### src/rtl/booth_mult_arbiter.sv
// -----------------------------------------------------------------------------
// booth_mult_arbiter
//
// Round-robin scheduler that lets NREQ client blocks share one external
// booth_radix8_multiplier. Requests are accepted over valid/ready, issued
// to the multiplier one at a time, and the product is returned tagged with
// the requester index. Only one operation is outstanding at any time.
//
// Optional feature macro: BOOTH_ARB_TIMEOUT_EN
//   Defined   : a watchdog counts WAIT cycles. After TIMEOUT_CYCLES cycles
//               without a qualifying mul_done, a response is produced with
//               rsp_product=0 and rsp_error=1.
//   Undefined : WAIT waits indefinitely and rsp_error is constant 0.
//
// Ports
//   clk          in   clock, rising edge
//   rst          in   asynchronous reset, active-high
//   req_valid    in   [NREQ]        per-requester request valid
//   req_ready    out  [NREQ]        one-hot accept strobe (combinational)
//   req_a        in   [NREQ*WIDTH]  multiplicands, requester i at [i*WIDTH +: WIDTH]
//   req_b        in   [NREQ*WIDTH]  multipliers, same packing
//   req_mode     in   [NREQ*2]      sign mode ([1]=A signed, [0]=B signed)
//   rsp_valid    out                response valid
//   rsp_ready    in                 response consumer ready
//   rsp_id       out  [IDW]         requester index of the response
//   rsp_product  out  [2*WIDTH]     product
//   rsp_error    out                watchdog timeout flag
//   mul_start    out                one-cycle start pulse to the multiplier
//   mul_a        out  [WIDTH]       multiplicand to the multiplier
//   mul_b        out  [WIDTH]       multiplier operand to the multiplier
//   mul_mode     out  [2]           sign mode to the multiplier
//   mul_product  in   [2*WIDTH]     product from the multiplier
//   mul_done     in                 completion strobe from the multiplier
//   mul_busy     in                 multiplier busy
// -----------------------------------------------------------------------------
module booth_mult_arbiter #(
  parameter int WIDTH          = 16,
  parameter int NREQ           = 4,
  parameter int IDW            = 2,
  parameter int TIMEOUT_CYCLES = 64
) (
  input  logic                    clk,
  input  logic                    rst,
  input  logic [NREQ-1:0]         req_valid,
  output logic [NREQ-1:0]         req_ready,
  input  logic [NREQ*WIDTH-1:0]   req_a,
  input  logic [NREQ*WIDTH-1:0]   req_b,
  input  logic [NREQ*2-1:0]       req_mode,
  output logic                    rsp_valid,
  input  logic                    rsp_ready,
  output logic [IDW-1:0]          rsp_id,
  output logic [2*WIDTH-1:0]      rsp_product,
  output logic                    rsp_error,
  output logic                    mul_start,
  output logic [WIDTH-1:0]        mul_a,
  output logic [WIDTH-1:0]        mul_b,
  output logic [1:0]              mul_mode,
  input  logic [2*WIDTH-1:0]      mul_product,
  input  logic                    mul_done,
  input  logic                    mul_busy
);

  localparam int PW = (NREQ > 1) ? $clog2(NREQ) : 1;

  // Elaboration-time parameter sanity checks.
  if (NREQ < 2 || NREQ > 8) begin : g_nreq_check
    $error("booth_mult_arbiter: NREQ must be in 2..8");
  end
  if ((1 << IDW) < NREQ) begin : g_idw_check
    $error("booth_mult_arbiter: IDW too narrow for NREQ");
  end
  if (TIMEOUT_CYCLES < 1) begin : g_timeout_check
    $error("booth_mult_arbiter: TIMEOUT_CYCLES must be at least 1");
  end

  typedef enum logic [1:0] {
    IDLE  = 2'd0,
    ISSUE = 2'd1,
    WAIT  = 2'd2,
    RESP  = 2'd3
  } state_t;

  state_t          state_reg;
  logic [PW-1:0]   rr_ptr_reg;
  logic            wait_first_reg;

  // ---------------------------------------------------------------------------
  // Per-requester operand views
  // ---------------------------------------------------------------------------
  logic [WIDTH-1:0] op_a    [NREQ];
  logic [WIDTH-1:0] op_b    [NREQ];
  logic [1:0]       op_mode [NREQ];

  for (genvar gi = 0; gi < NREQ; gi++) begin : g_unpack
    assign op_a[gi]    = req_a[gi*WIDTH +: WIDTH];
    assign op_b[gi]    = req_b[gi*WIDTH +: WIDTH];
    assign op_mode[gi] = req_mode[gi*2 +: 2];
  end

  // ---------------------------------------------------------------------------
  // Round-robin scan: candidates rr_ptr+1, rr_ptr+2, ... modulo NREQ, so the
  // last granted requester is always examined last.
  // ---------------------------------------------------------------------------
  function automatic logic [PW-1:0] wrap_idx(input logic [PW-1:0] base, input int offs);
    int sum;
    sum = int'(base) + offs;
    if (sum >= NREQ) begin
      sum = sum - NREQ;
    end
    return PW'(sum);
  endfunction

  logic          grant_found;
  logic [PW-1:0] grant_idx;
  logic          grant_ok;

  always_comb begin
    grant_found = 1'b0;
    grant_idx   = rr_ptr_reg;
    for (int k = 1; k <= NREQ; k++) begin
      if (!grant_found && req_valid[wrap_idx(rr_ptr_reg, k)]) begin
        grant_found = 1'b1;
        grant_idx   = wrap_idx(rr_ptr_reg, k);
      end
    end
  end

  assign grant_ok = (state_reg == IDLE) && grant_found && !mul_busy;

  // The accept strobe must be combinational so the handshake completes in the
  // grant cycle. It is masked while rst is high: the FSM ignores that cycle,
  // so a visible strobe would make the requester believe it was served.
  for (genvar gi = 0; gi < NREQ; gi++) begin : g_ready
    assign req_ready[gi] = !rst && grant_ok && (grant_idx == PW'(gi));
  end

  // ---------------------------------------------------------------------------
  // Watchdog counter (optional)
  // ---------------------------------------------------------------------------
`ifdef BOOTH_ARB_TIMEOUT_EN
  localparam int CW = $clog2(TIMEOUT_CYCLES + 1);
  logic [CW-1:0] wait_cnt_reg;
  logic          rsp_error_reg;
  assign rsp_error = rsp_error_reg;
`else
  assign rsp_error = 1'b0;
`endif

  // ---------------------------------------------------------------------------
  // Control FSM with registered outputs
  // ---------------------------------------------------------------------------
  always_ff @(posedge clk or posedge rst) begin
    if (rst) begin
      state_reg      <= IDLE;
      rr_ptr_reg     <= PW'(NREQ - 1);
      wait_first_reg <= 1'b0;
      rsp_valid      <= 1'b0;
      rsp_id         <= '0;
      rsp_product    <= '0;
      mul_start      <= 1'b0;
      mul_a          <= '0;
      mul_b          <= '0;
      mul_mode       <= '0;
`ifdef BOOTH_ARB_TIMEOUT_EN
      wait_cnt_reg   <= '0;
      rsp_error_reg  <= 1'b0;
`endif
    end else begin
      mul_start <= 1'b0;
      case (state_reg)
        IDLE: begin
          if (grant_ok) begin
            // Operands are captured here and held until the next grant, which
            // keeps them stable for the whole multiplication.
            mul_a      <= op_a[grant_idx];
            mul_b      <= op_b[grant_idx];
            mul_mode   <= op_mode[grant_idx];
            rsp_id     <= IDW'(grant_idx);
            rr_ptr_reg <= grant_idx;
            mul_start  <= 1'b1;
            state_reg  <= ISSUE;
          end
        end

        ISSUE: begin
          wait_first_reg <= 1'b1;
`ifdef BOOTH_ARB_TIMEOUT_EN
          wait_cnt_reg   <= '0;
`endif
          state_reg      <= WAIT;
        end

        WAIT: begin
          wait_first_reg <= 1'b0;
          // A done seen in the first WAIT cycle may belong to a previous
          // operation, so it does not qualify.
          if (!wait_first_reg && mul_done) begin
            rsp_product <= mul_product;
            rsp_valid   <= 1'b1;
            state_reg   <= RESP;
`ifdef BOOTH_ARB_TIMEOUT_EN
            rsp_error_reg <= 1'b0;
`endif
          end
`ifdef BOOTH_ARB_TIMEOUT_EN
          else if (wait_cnt_reg == CW'(TIMEOUT_CYCLES - 1)) begin
            // This is the TIMEOUT_CYCLES-th WAIT cycle without completion.
            rsp_product   <= '0;
            rsp_error_reg <= 1'b1;
            rsp_valid     <= 1'b1;
            state_reg     <= RESP;
          end else begin
            wait_cnt_reg <= wait_cnt_reg + 1'b1;
          end
`endif
        end

        RESP: begin
          if (rsp_ready) begin
            rsp_valid <= 1'b0;
            state_reg <= IDLE;
          end
        end

        default: begin
          state_reg <= IDLE;
        end
      endcase
    end
  end

endmodule
### config.mk
export PLATFORM = sky130hd
export DESIGN_NAME = booth_mult_arbiter
export DESIGN_NICKNAME = d
export VERILOG_FILES = /design/src/rtl/booth_mult_arbiter.sv
export SDC_FILE = /design/constraint.sdc
export NUM_CORES = 1
export LEC_CHECK = 0
export BUFFER_PORTS_ARGS = -buffer_cell sky130_fd_sc_hd__buf_2
export CAP_MARGIN = 15
export CORE_MARGIN = 1.5
export CORE_UTILIZATION = 45
export DETAILED_ROUTE_END_ITERATION = 8
export GPL_TIMING_DRIVEN = 0
export PLACE_DENSITY = 0.8
export SYNTH_ARGS = -nofsm -noshare
export SYNTH_HDL_FRONTEND = slang
export SYNTH_SLANG_ARGS = --single-unit
### constraint.sdc
create_clock -name clk -period 3.3 [get_ports clk]
set_clock_uncertainty 0.05 [all_clocks]
set_input_delay 0.66 -clock clk [delete_from_list [all_inputs] [get_ports clk]]
set_output_delay 0.66 -clock clk [all_outputs]
set_load 0.01 [all_outputs]
==> flow_summary.ini, run 1 <==
[sta]
tightest_slew_ns = 0.555
worst_slack_ns = 0.209
hold_slack_ns = 0.242
max_freq_mhz = 324
finalHoldViolCount = 0
fin_crit_sh = 0.937
min_period_ns = 3.09
setup_viol = 0
slew-limit-headroom = 0.630
rsz0062_at_grt = no
finalMaxSlewViolations = 0

[pwr]
peakVddDrop_v = 0.000444
p_per_area_nw_per_um2 = 831
p_leak_uw = 0.00305
fin_total_pwr_uw = 5310

[global_route]
grt_pass1_vias = 4413
grt_max_degree = 55
use_met1 = 0.306
grt_pass1_wl_um = 21900
gr-usage-met3 = 0.0433
grt_usage = 0.249
busiest_layer = met2
overflow = 0
grtUsageMet2 = 0.445
antenna_found_initial = 0

[floorplan]
num_rows = 37
coreArea_um2 = 10300
start_util = 0.463
die_area_um2 = 11200
fp.dieW_um = 106
die_h_um = 106
io_pins = 252

[synth]
synth.area.top_cells = dfrtp_1, a2111oi_2, mux2_2
ys_ff_latch = 75
synth_edf_count = 0
yosys.cell_types.count = 41
syn_inst = 402
avgSynthCellArea_um2 = 11.8
yosysSeqAreaShare = 0.395
yosysTopAreaCellShare = 0.384
async_reset_ff_frac = 1.00
yosys.area.top_type = dfrtp_1
synthesis.nets = 582
synth_area_um2 = 4750
synthFlopType = dfrtp_1
yosysWarnings = 0

[cts]
cts.clk_slew.worst_paths_ns = 0.09
hold_buffers = 0
root_buffer = clkbuf_8
cts_htree_levels = 3
cts_buffers = 9
cts_sinks = 75
cts_max_path_buffers = 2
cts_setup_buffers = 0
worstSkewPairLatency_ns = 0.35
cts_tree = done
cts-resized-gates = 0

[final_layout]
syn_to_final_growth_pct = 34.4
reg_top3 = rsp_product x32, mul_a x16, mul_b x16
drive_above_1_share = 0.601
largest_register = rsp_product
layout_common_cells = buf_2, dfrtp_1, inv_1
diodes = 0
finalNetCount = 844
largest_reg_flops = 32
final_common_cell = buf_2

[placed_design]
routabilityCongestion = 0.829
numPortBuffers = 250
dpl.hpwl_um = 11100
dp_slack_ns = 0.438

[routing]
vias_per_cell = 5.37
drt-total-wl_um = 14100
routedWlPerCell_um = 17.5
postRouteAntennaNets = 0
drt_first_pass_iters = 4
drc = 0
vias = 4326
drt_iter0_markers = 165

[worst_setup_path]
path_class = reg -> out
arrival_ns = 2.38
worst-endpoint-required_ns = 2.59
cp-start-kind = register
path_max_fanout = 10
end_kind = output pin

[status]
status = finished, final reports clean

[worst_hold_path]
worst_hold_path_type = in -> async

[run]
drv_cap = 0
cells in the mapped netlist, types with 2 or more instances:
| library cell | count |
|---|---|
| dfrtp_1 | 73 |
| inv_1 | 40 |
| nor2_1 | 36 |
| a311oi_1 | 34 |
| a2111oi_2 | 33 |
| mux2_2 | 33 |
| mux2i_1 | 33 |
| a211oi_2 | 29 |
| clkbuf_1 | 16 |
| buf_6 | 11 |
| buf_2 | 8 |
| nand2_1 | 8 |
| a211oi_1 | 7 |
| nor3_1 | 4 |
| buf_12 | 3 |
| buf_4 | 3 |
| ha_1 | 3 |
| dfstp_2 | 2 |
| mux2_4 | 2 |
| o21a_1 | 2 |
| o21ai_0 | 2 |
layout make-up:
cell class / instances / area, um^2
Tap cell: 136 / 170
Buffer: 41 / 307
Clock buffer: 10 / 138
Sequential cell: 75 / 1880
Inverter: 41 / 156
Multi-Input combinational cell: 245 / 2410
Timing Repair Buffer: 251 / 1280
Fill cell: 883 / 3890
Clock inverter: 6 / 46.3
power breakdown:
group / switching [uW] / leakage, uW / internal, uW
combinational: 1650 / 0.00210 / 1350
sequential: 236 / 0.000869 / 1380
clock: 384 / 0.0000897 / 300
per-layer routing:
layer | vias up | wire length [um]
met5 | - | 0
met4 | 0 | 161
met3 | 18 | 731
met2 | 147 | 7430
met1 | 2120 | 5750
li1 | 2041 | -
cell families after synthesis:
logic type | count (synthesis) | synth area share
compound gates | 116 | 0.286
fa+ha+maj | 3 | 0.00790
buf+inv | 82 | 0.0969
flops | 75 | 0.395
mux | 68 | 0.154
other cells | 1 | 0.000789
simple gates | 57 | 0.0587
critical path, cell delays in order (launching register included):
cell and delay (ns):
dfstp_2 0.53, buf_6 0.13, mux2_4 0.32, o221ai_4 0.40
buf_6 0.23, nand2_1 0.09, nor3_1 0.15, buf_2 0.16
through the flow:
stage	instances	utilization	area [um^2]	TNS, ns
after floorplan	402	-	4750	0
after global routing	805	0.622	6390	0
after CTS	805	0.622	6390	0
after detailed placement	789	0.604	6200	0
after global placement	788	0.601	6170	-21.46
final	805	0.622	6390	0
path summary, 6_finish.rpt:
kind,depth (start not counted),endpoint,start,slack [ns]
worst min register to register,2,rsp_id[1],rsp_id[1],0.44
worst max register to register,6,mul_b[13],rr_ptr_reg[1],1.11
worst min-delay path,2,mul_a[12],rst,0.24
min in group clk,2,rsp_id[1],rsp_id[1],0.44
worst max-delay path,7,req_ready[1],rr_ptr_reg[1],0.21
max in group asynchronous,3,rr_ptr_reg[0],rst,2.34
Power figures use the tool's default switching activity.
==> run 2, diff against run 1 <==
Settings changed: REMOVE_ABC_BUFFERS set to 1.
==> flow_summary.ini, run 2 (synthesized netlist as in run 1, its figures left out) <==
[worst_setup_path]
crit_end = req_ready[2]
cp_slowest_cell = dfstp_2
end_kind = output pin
path_class = reg -> out
cp.depth = 4
path_delay_family = simple AND/OR/NAND/NOR gates
arrival_ns = 2.43
worst-endpoint-required_ns = 2.59
slowest_delay_ns = 0.66
crit_chain = nand3b_4, a31o_4, nor3_1, buf_2
crit_start = rr_ptr_reg[1]
path_max_fanout = 37
r2r_start = rr_ptr_reg[1]
cp-start-kind = register
crit-reg2reg-capture = mul_b[7]
r2r_setup_slack_ns = 0.78
rr_worst_depth = 4
critPathBufInv = 1

[routing]
drc = 0
vias = 4422
drt_iter0_markers = 217
routedWlPerCell_um = 19.8
postRouteAntennaNets = 0
drt_first_pass_iters = 5
vias_per_cell = 5.67
drt-total-wl_um = 15400

[final_layout]
reg_top3 = rsp_product x32, mul_a x16, mul_b x16
drive_above_1_share = 0.613
largest_register = rsp_product
finalNetCount = 819
syn_to_final_growth_pct = 34.3
final_common_cell = buf_2
layout_common_cells = buf_2, dfrtp_1, inv_1
diodes = 0
largest_reg_flops = 32

[global_route]
grt_pass1_vias = 4411
grt_usage = 0.265
antenna_found_initial = 0
grt_max_degree = 57
grt_pass1_wl_um = 22800
overflow = 0

[sta]
finalHoldViolCount = 0
setup_viol = 0
min_period_ns = 3.14
hold_slack_ns = 0.250
worst_slack_ns = 0.160
fin_crit_sh = 0.951
slew-limit-headroom = 0.351
finalMaxSlewViolations = 0
max_freq_mhz = 318
tightest_slew_ns = 0.971
rsz0062_at_grt = no

[floorplan]
num_rows = 37
io_pins = 252
coreArea_um2 = 10300
start_util = 0.463
fp.dieW_um = 106
die_h_um = 106
die_area_um2 = 11200

[cts]
cts_buffers = 9
cts_htree_levels = 3
cts.clk_slew.worst_paths_ns = 0.08
hold_buffers = 0
cts_max_path_buffers = 2
cts_sinks = 75
root_buffer = clkbuf_8
worstSkewPairLatency_ns = 0.34
cts_tree = done

[run]
drv_cap = 0

[pwr]
peakVddDrop_v = 0.000412
p_per_area_nw_per_um2 = 850
p_leak_uw = 0.00304

[worst_hold_path]
worst_hold_path_type = in -> async

[status]
status = finished, final reports clean

[placed_design]
routabilityCongestion = 0.831
numPortBuffers = 250
dp_slack_ns = -0.536
dpl.hpwl_um = 10600
==> run 2: changes by cell type in the layout (fill, tap and decap cells not counted), moves of 2 or more <==
cell	before	now
inv_6	3	1
buf_6	11	0
buf_4	3	7
buf_16	1	5
buf_2	258	250
clkbuf_1	16	0
buf_12	3	1
==> run 2: worst min path at each step <==
stage	start	end	cells past startpoint
final	rst	mul_b[3]	2
after global routing	rst	mul_b[3]	2
after CTS	rst	mul_b[3]	2
after detailed placement	rsp_id[1]	rsp_id[1]	2
after global placement	rsp_id[1]	rsp_id[1]	2
after floorplan	state_reg[0]	state_reg[0]	1
==> run 2: power breakdown <==
part | switching (uW) | internal (uW) | leakage [uW] | total, uW
sequential | 261 | 1390 | 0.000869 | 1650
combinational | 1740 | 1290 | 0.00207 | 3030
clock | 359 | 394 | 0.000106 | 752
==> run 2: per-layer routing <==
layer,global-route usage,share of wire
met2,0.477,0.52
met1,0.315,0.39
met5,0,0
met3,0.0513,0.072
met4,0.0869,0.019
==> run 2: final cells by class <==
type / instances / area (um^2)
Tap cell: 136 / 170
Fill cell: 863 / 3890
Multi-Input combinational cell: 248 / 2480
Sequential cell: 75 / 1880
Inverter: 41 / 169
Timing Repair Buffer: 264 / 1480
Clock buffer: 11 / 151
Clock inverter: 5 / 60.1
==> run 2: repair_timing <==
| action | in CTS | in global routing |
|---|---|---|
| resized for setup | 6 | 1 |
| setup endpoints to repair | 4 | 4 |
| cloned | 2 | 1 |
| pin swaps | 2 | 3 |
| setup buffers | 0 | 7 |
==> run 2: per-stage QoR <==
stage	cells	cell area, um^2	power, uW	TNS (ns)	util
after floorplan	361	4450	3440	-5.60	-
after global placement	747	5870	4340	-65.38	0.571
after detailed placement	754	6060	4570	-1.87	0.590
after CTS	772	6310	5380	0	0.614
after global routing	780	6380	5730	0	0.621
final	780	6380	5430	0	0.621
